==> config.mk <==
export PLATFORM = sky130hd
export DESIGN_NAME = jellyvl_etherneco_synctimer_cmd_decoder
export DESIGN_NICKNAME = d
export VERILOG_FILES = /design/src/rtl/jellyvl_etherneco_synctimer_cmd_decoder.sv
export SDC_FILE = /design/constraint.sdc
export NUM_CORES = 1
export LEC_CHECK = 0
export CAP_MARGIN = 20
export CORE_MARGIN = 1.5
export CORE_UTILIZATION = 30
export DETAILED_ROUTE_END_ITERATION = 8
export GPL_TIMING_DRIVEN = 0
export SLEW_MARGIN = 25
export SYNTH_ARGS = -nofsm -noshare
export SYNTH_HDL_FRONTEND = slang
export SYNTH_SLANG_ARGS = --single-unit
==> constraint.sdc <==
create_clock -name clk_i -period 5.15 [get_ports clk_i]
set_clock_uncertainty 0.15 [all_clocks]
set_input_delay 1.03 -clock clk_i [delete_from_list [all_inputs] [get_ports clk_i]]
set_output_delay 1.03 -clock clk_i [all_outputs]
set_load 0.05 [all_outputs]
==> src/rtl/jellyvl_etherneco_synctimer_cmd_decoder.sv <==
// jellyvl_etherneco_synctimer_cmd_decoder: receives a 13-byte synctimer command, stamps it against the local timer and reports the time error
module jellyvl_etherneco_synctimer_cmd_decoder #(
  parameter int TIMER_WIDTH  = 64,
  parameter int OFFSET_WIDTH = 32
) (
  input  logic                    reset_n_i,
  input  logic                    clk_i,
  input  logic [TIMER_WIDTH-1:0]  current_time_i,
  input  logic                    rx_start_i,
  input  logic                    rx_end_i,
  input  logic                    rx_error_i,
  input  logic [15:0]             payload_pos_i,
  input  logic [7:0]              payload_data_i,
  input  logic                    payload_valid_i,
  output logic                    cmd_valid_o,
  output logic                    cmd_override_o,
  output logic [TIMER_WIDTH-1:0]  cmd_time_o,
  output logic [OFFSET_WIDTH-1:0] cmd_offset_o,
  output logic [TIMER_WIDTH-1:0]  cmd_local_time_o,
  output logic [TIMER_WIDTH-1:0]  cmd_error_o,
  output logic [7:0]              drop_count_o
);
  typedef enum logic [1:0] {IDLE, RECV, CALC, OUT} state_t;
  state_t                  state_q, state_d;
  logic [12:0][7:0]        pl_q, pl_d;
  logic [12:0]             mask_q, mask_d;
  logic                    over_q, over_d;
  logic [TIMER_WIDTH-1:0]  cap_q, cap_d;
  logic [7:0]              drop_q, drop_d;
  logic                    drop;
  logic [TIMER_WIDTH-1:0]  target;
  logic                    in_range;
  assign in_range = payload_pos_i < 16'd13;
  // target time of the buffered frame; only the low TIMER_WIDTH bits of the remote time are kept
  assign target = TIMER_WIDTH'(pl_q[8:1]) + TIMER_WIDTH'({32'd0, pl_q[12:9]});
  assign drop_d = (drop && drop_q != 8'hff) ? drop_q + 8'd1 : drop_q;
  // frame assembly, validation and sequencing; the byte of an rx_end cycle lands before the length check
  always_comb begin
    state_d = state_q;
    pl_d    = pl_q;
    mask_d  = mask_q;
    over_d  = over_q;
    cap_d   = cap_q;
    drop    = 1'b0;
    case (state_q)
      IDLE: begin
        if (rx_start_i) begin
          state_d = RECV;
          mask_d  = '0;
          over_d  = 1'b0;
        end
      end
      RECV: begin
        if (payload_valid_i) begin
          if (in_range) begin
            pl_d[payload_pos_i[3:0]]   = payload_data_i;
            mask_d[payload_pos_i[3:0]] = 1'b1;
          end else over_d = 1'b1;
          if (payload_pos_i == 16'd0) cap_d = current_time_i;
        end
        if (rx_start_i) begin
          drop   = 1'b1;
          mask_d = '0;
          over_d = 1'b0;
        end else if (rx_error_i) begin
          drop    = 1'b1;
          state_d = IDLE;
        end else if (rx_end_i) begin
          state_d = (&mask_d && !over_d && pl_d[0][7:1] == 7'd0) ? CALC : IDLE;
          drop    = !(&mask_d && !over_d && pl_d[0][7:1] == 7'd0);
        end
      end
      CALC:    state_d = OUT;
      default: state_d = IDLE;
    endcase
  end
  // receive-side state; the frame buffer is kept apart from the published command
  always_ff @(posedge clk_i or negedge reset_n_i) begin
    if (!reset_n_i) begin
      state_q <= IDLE;
      pl_q    <= '0;
      mask_q  <= '0;
      over_q  <= 1'b0;
      cap_q   <= '0;
      drop_q  <= '0;
    end else begin
      state_q <= state_d;
      pl_q    <= pl_d;
      mask_q  <= mask_d;
      over_q  <= over_d;
      cap_q   <= cap_d;
      drop_q  <= drop_d;
    end
  end
  // publish the command so that all fields become visible together with cmd_valid in OUT
  always_ff @(posedge clk_i or negedge reset_n_i) begin
    if (!reset_n_i) begin
      cmd_valid_o      <= 1'b0;
      cmd_override_o   <= 1'b0;
      cmd_time_o       <= '0;
      cmd_offset_o     <= '0;
      cmd_local_time_o <= '0;
      cmd_error_o      <= '0;
    end else begin
      cmd_valid_o <= state_q == CALC;
      if (state_q == CALC) begin
        cmd_override_o   <= pl_q[0] == 8'h01;
        cmd_time_o       <= TIMER_WIDTH'(pl_q[8:1]);
        cmd_offset_o     <= OFFSET_WIDTH'(pl_q[12:9]);
        cmd_local_time_o <= cap_q;
        cmd_error_o      <= target - cap_q;
      end
    end
  end
  assign drop_count_o = drop_q;
endmodule

Word level (Yosys, flattened, before mapping)
Index checks and enable logic that the tools add are counted.
{"block": "totals", "mem_bits_rw": 0, "latchBits": 0, "wordCells": 86, "reg_bits": 418, "out_inout_bits": 234, "input_bits": 94, "romBits": 0, "mem_count": 0}
{"block": "op_classes", "magnitude_cmp": 3, "n_reduce_logical": 15, "n_mul": 0, "n_shift": 0, "bitwise_logic": 1, "n_eq_ne": 9, "mux": 30, "add_sub_neg": 3, "div": 0}
{"cell": "$mux 104", "count": 3}
{"cell": "$bwmux 104", "count": 1}
{"cell": "$mux 13", "count": 5}
{"cell": "$add 64x32->64", "count": 1}
{"cell": "$sub 64x64->64", "count": 1}
{"cell": "$demux 8 s4", "count": 1}
{"cell": "$pmux 13 s2", "count": 1}
{"cell": "$logic_not 16->1", "count": 1}
{"cell": "$lt 16x4->1 const B", "count": 1}
{"cell": "$or 13x13->13", "count": 1}
{"cell": "$reduce_and 13->1", "count": 1}
{"cell": "$mux 1", "count": 10}
{"cell": "$mux 2", "count": 5}
{"cell": "$reduce_and 3->1", "count": 3}
{"cell": "$add 8x1->8 const B", "count": 1}
{"cell": "$eq 8x1->1 const B", "count": 1}
{"cell": "$mux 8", "count": 1}
{"cell": "$ne 2x2->1 const B", "count": 4}
{"cell": "$ne 8x8->1 const B", "count": 1}
{"cell": "$logic_not 7->1", "count": 1}
{"cell": "$pmux 2 s3", "count": 1}
{"cell": "$lt 4x5->1 const B", "count": 1}
{"cell": "$demux 1 s4", "count": 1}
{"cell": "$ge 4x1->1 const B", "count": 1}
{"cell": "9 further kinds", "count": 13}

Logic depth before layout (Yosys ltp)
{"block": "logic_depth", "depth_word": 17, "ltp_mapped": 17, "ltp_nobuf": 17}

Least setup slack after synthesis
Ideal clock, no wire load.
{"block": "synth_timing", "path_type": "reg2reg", "start": "reg pl_q[10] (netlist name)", "end": "reg cmd_error_o[60]", "path_buffers": 0, "setup_time_ns": 0.131, "path_stages_with_launch": 16, "arrival_ns": 3.400, "slack_ns": 1.469, "synth_period_minus_slack_ns": 3.681, "required_time_ns": 4.869, "path_cell_list": "dfrtp_1 > inv_1 > fa_1 > inv_1 > ha_1 > nor2b_1 > o31a_1 > o41a_1 > o21a_1 > a21oi_2 > o31ai_2 > a211oi_4 > o211ai_4 > a221oi_2 > xor2_1 > o21ai_1"}
{"block": "synth_between", "elab_chain_cells": 2}
{"element": "from (decl)", "line_no": "25", "text": "logic [12:0][7:0] pl_q, pl_d;"}
{"element": "from (signal assigned)", "line_no": "88", "text": "pl_q <= pl_d;"}
{"element": "$add 64x32->64", "line_no": "35", "text": "assign target = TIMER_WIDTH'(pl_q[8:1]) + TIMER_WIDTH'({32'd0, pl_q[12:9]});"}
{"element": "$sub 64x64->64", "line_no": "111", "text": "cmd_error_o <= target - cap_q;"}
{"element": "to (signal assigned)", "line_no": "111"}
{"element": "to (decl)", "line_no": "20", "text": "output logic [TIMER_WIDTH-1:0] cmd_error_o,"}
No other way between the ends.
A chain may end at the register's enable or synchronous reset.

Worst setup path after layout
{"block": "layout_timing", "start": "reg pl_q[9] (netlist name)", "end": "reg cmd_error_o[61]"}
The elaborated chain is that of the path after synthesis.

==> metrics.yaml <==
detailed_routing:
  avgRoutedWirePerCell_um: 20.5
  postRouteAntennaNets: 0
  drc: 0
  drt_iter0_drc: 1223
  routed_wirelength_um: 70700
  vias_per_cell: 4.83
  firstDrtPassIters: 5
  vias: 16700
yosys:
  ys_types: 63
  synth_flop_cell: "dfrtp_1"
  synth_area_leaders: "dfrtp_1, nand2_1, mux2_2, ha_1, o21ai_0"
  syn_inst: 2097
  synth_area_per_cell_um2: 9.90
  synth_common_cells: "nand2_1, dfrtp_1, o21ai_0"
  ys_ff_latch: 418
  yosysWarnings: 0
  synth_top_area_share: 0.504
  synth_most_common_cell: "nand2_1"
  seq_area_frac_synth: 0.504
  syn-cell-area_um2: 20800
  yosysTopAreaCell: "dfrtp_1"
  synth_edf_count: 0
  async_reset_ff_frac: 1.00
  synth_nets: 2319
placement:
  gp_congestion: 0.911
  place_hpwl_um: 54100
  dp_cells: 3359
  portBuffers: 326
worst_setup_path:
  rr_endpoint: "cmd_error_o[61]"
  crit_family: "compound AO/OA/AOI/OAI gates"
  arrival_ns: 4.92
  start_kind: "flop"
  r2r_start: "pl_q[9]"
  r2r_setup_slack_ns: 0.52
  end_kind: "flop"
  path_class: "reg -> reg"
  critPathMaxFanout: 5
  crit_path_top_delay_cell: "o41ai_2"
  crit_path_cell_trace: "inv_1, fa_1, inv_1, ha_1, a21o_1, nand4_1, nand3_1, a31o_2, a41oi_2, o31ai_1, a21oi_1, o41ai_2, a21oi_1, xor2_1, o21ai_1"
  reg2reg_depth: 15
  cp_num_buf_inv: 2
  slowest_delay_ns: 0.66
  required_ns: 5.44
global_routing:
  grt_antenna_before_repair: 4
  grt_pass1_vias: 17000
  grt_max_degree: 88
  grtUsageTotal: 0.198
  grt_pass1_wl_um: 106000
  grt_overflow: 0
cells_and_area:
  area_growth_pct: 29.9
  final_util: 0.393
  drive_above_1_share: 0.101
  layout.cells.non_filler: 3447
  antennaDiodeCount: 0
  final_nets: 2701
  fillerInstances: 6763
timing:
  worst_pin_slew_ns: 1.06
  maxSlewViolCount: 0
  fmax_mhz: 216
  hold_viol: 0
  finalSetupViolations: 0
  post-route-period-util: 0.899
  slew-limit-headroom: 0.286
  holdWs_ns: 0.138
  rsz0062_at_grt: "no"
  layout_min_cycle_time_ns: 4.63
cts:
  clk_path_buf_depth: 3
  clk_pin_slew_ns: 0.06
  cts_tree: "built"
  cts_setup_buffers: 0
  cts-buffers-inserted: 49
  cts.sinks: 418
  clock_latency_ns: 0.60
  holdBufCountCts: 0
  cts-root-buf: "clkbuf_16"
  h-tree-depth: 2
  ctsResizeCount: 0
die:
  num_rows: 96
  dieArea_um2: 70800
  coreArea_um2: 68600
  start_util: 0.303
  die_w_um: 266
  die-height_um: 266
  io_pins: 328
power:
  p_int_w: 0.00558
  power.leakage_nw: 12.8
  max-vdd-ir-drop_v: 0.000401
  powerDensity_nw_per_um2: 272
  switching_share: 0.239
  comb_power_share: 0.058
  switchingPower_w: 0.00175
  power_frac_clock: 0.485
  seqPwrFrac: 0.457
outcome:
  status: "finished, final reports clean"
job:
  cap_viol_max_count: 0
hold_path:
  hold_path.class: "in -> async"
-- state kept, by name (all words and copies together), names as in the netlist --
| name | cells |
|---|---|
| pl_q | 104 |
| cap_q | 64 |
| cmd_error_o | 64 |
| cmd_local_time_o | 64 |
| cmd_time_o | 64 |
| cmd_offset_o | 32 |
| mask_q | 13 |
| drop_count_o | 8 |
| state_q | 2 |
| cmd_override_o | 1 |
| cmd_valid_o | 1 |
| over_q | 1 |
-- worst max path at each step --
stage	start	cells past startpoint	to
3_5_place_dp	payload_pos_i[14]	9	drop_count_o[1]
5_1_grt	pl_q[9]	15	cmd_error_o[61]
3_3_place_gp	reset_n_i	1	cap_q[9]
2_1_floorplan	pl_q[10]	15	cmd_error_o[60]
4_1_cts	pl_q[9]	15	cmd_error_o[61]
6_report	pl_q[9]	15	cmd_error_o[61]
-- power groups by stage --
stage | combinational (W) | sequential, W | clock [W]
6_report | 0.000423 | 0.00335 | 0.00356
5_1_grt | 0.000456 | 0.00335 | 0.00378
4_1_cts | 0.000433 | 0.00335 | 0.00365
3_5_place_dp | 0.000428 | 0.00341 | 0
3_3_place_gp | 0.000407 | 0.00341 | 0
2_1_floorplan | 0.0000756 | 0.00350 | 0
-- per-stage QoR --
| stage | total power [W] | TNS (ns) | area, µm² | setup slack [ns] |
|---|---|---|---|---|
| final | 0.00733 | 0 | 27000 | 0.523 |
| after detailed placement | 0.00384 | 0 | 25400 | 0.398 |
| after floorplan | 0.00357 | 0 | 20800 | 1.47 |
| after global routing | 0.00759 | 0 | 27000 | 0.315 |
| after CTS | 0.00743 | 0 | 27000 | 0.581 |
| after global placement | 0.00382 | -6464.25 | 25200 | -15.55 |
-- routing by layer --
metal  vias up  routed length, µm  GRT usage
li1       7784                  -          -
met1      8311              32100      0.267
met2       434              32900      0.322
met3       121               3220     0.0332
met4         6               2490     0.0711
met5         -                 34          0
-- area by class of cell --
type,instances,area [µm²],share of cell area
Sequential cell,418,10500,0.388
Clock buffer,67,1410,0.0521
Timing Repair Buffer,331,3410,0.126
Tap cell,931,1160,0.0432
Inverter,179,672,0.0249
Clock inverter,21,223,0.00825
Buffer,98,378,0.0140
Multi-Input combinational cell,1402,9270,0.344
-- placed cells by master (no fill, tap or decap), types with 34 or more instances in the layout --
master / count
clkdlybuf4s50_1: 325
mux2_2: 137
inv_1: 179
dfrtp_1: 418
nand2_1: 460
clkbuf_1: 97
nor2_1: 53
xnor2_1: 34
o21ai_0: 213
a21o_1: 37
a21oi_1: 76
ha_1: 96
clkbuf_16: 51
-- cell families (layout without fill, tap and decap cells) --
family | after synthesis | after routing | synth area share
AOI/OAI and AO/OA | 431 | 431 | 0.125
DFF | 418 | 418 | 0.504
and+or+nand+nor | 641 | 641 | 0.131
xor gates and xnor gates | 64 | 64 | 0.0270
buffers and inverters | 277 | 696 | 0.0504
muxes | 138 | 138 | 0.0748
adders and majority gates | 128 | 128 | 0.0887
No activity file was read; power rests on OpenSTA's default activity.
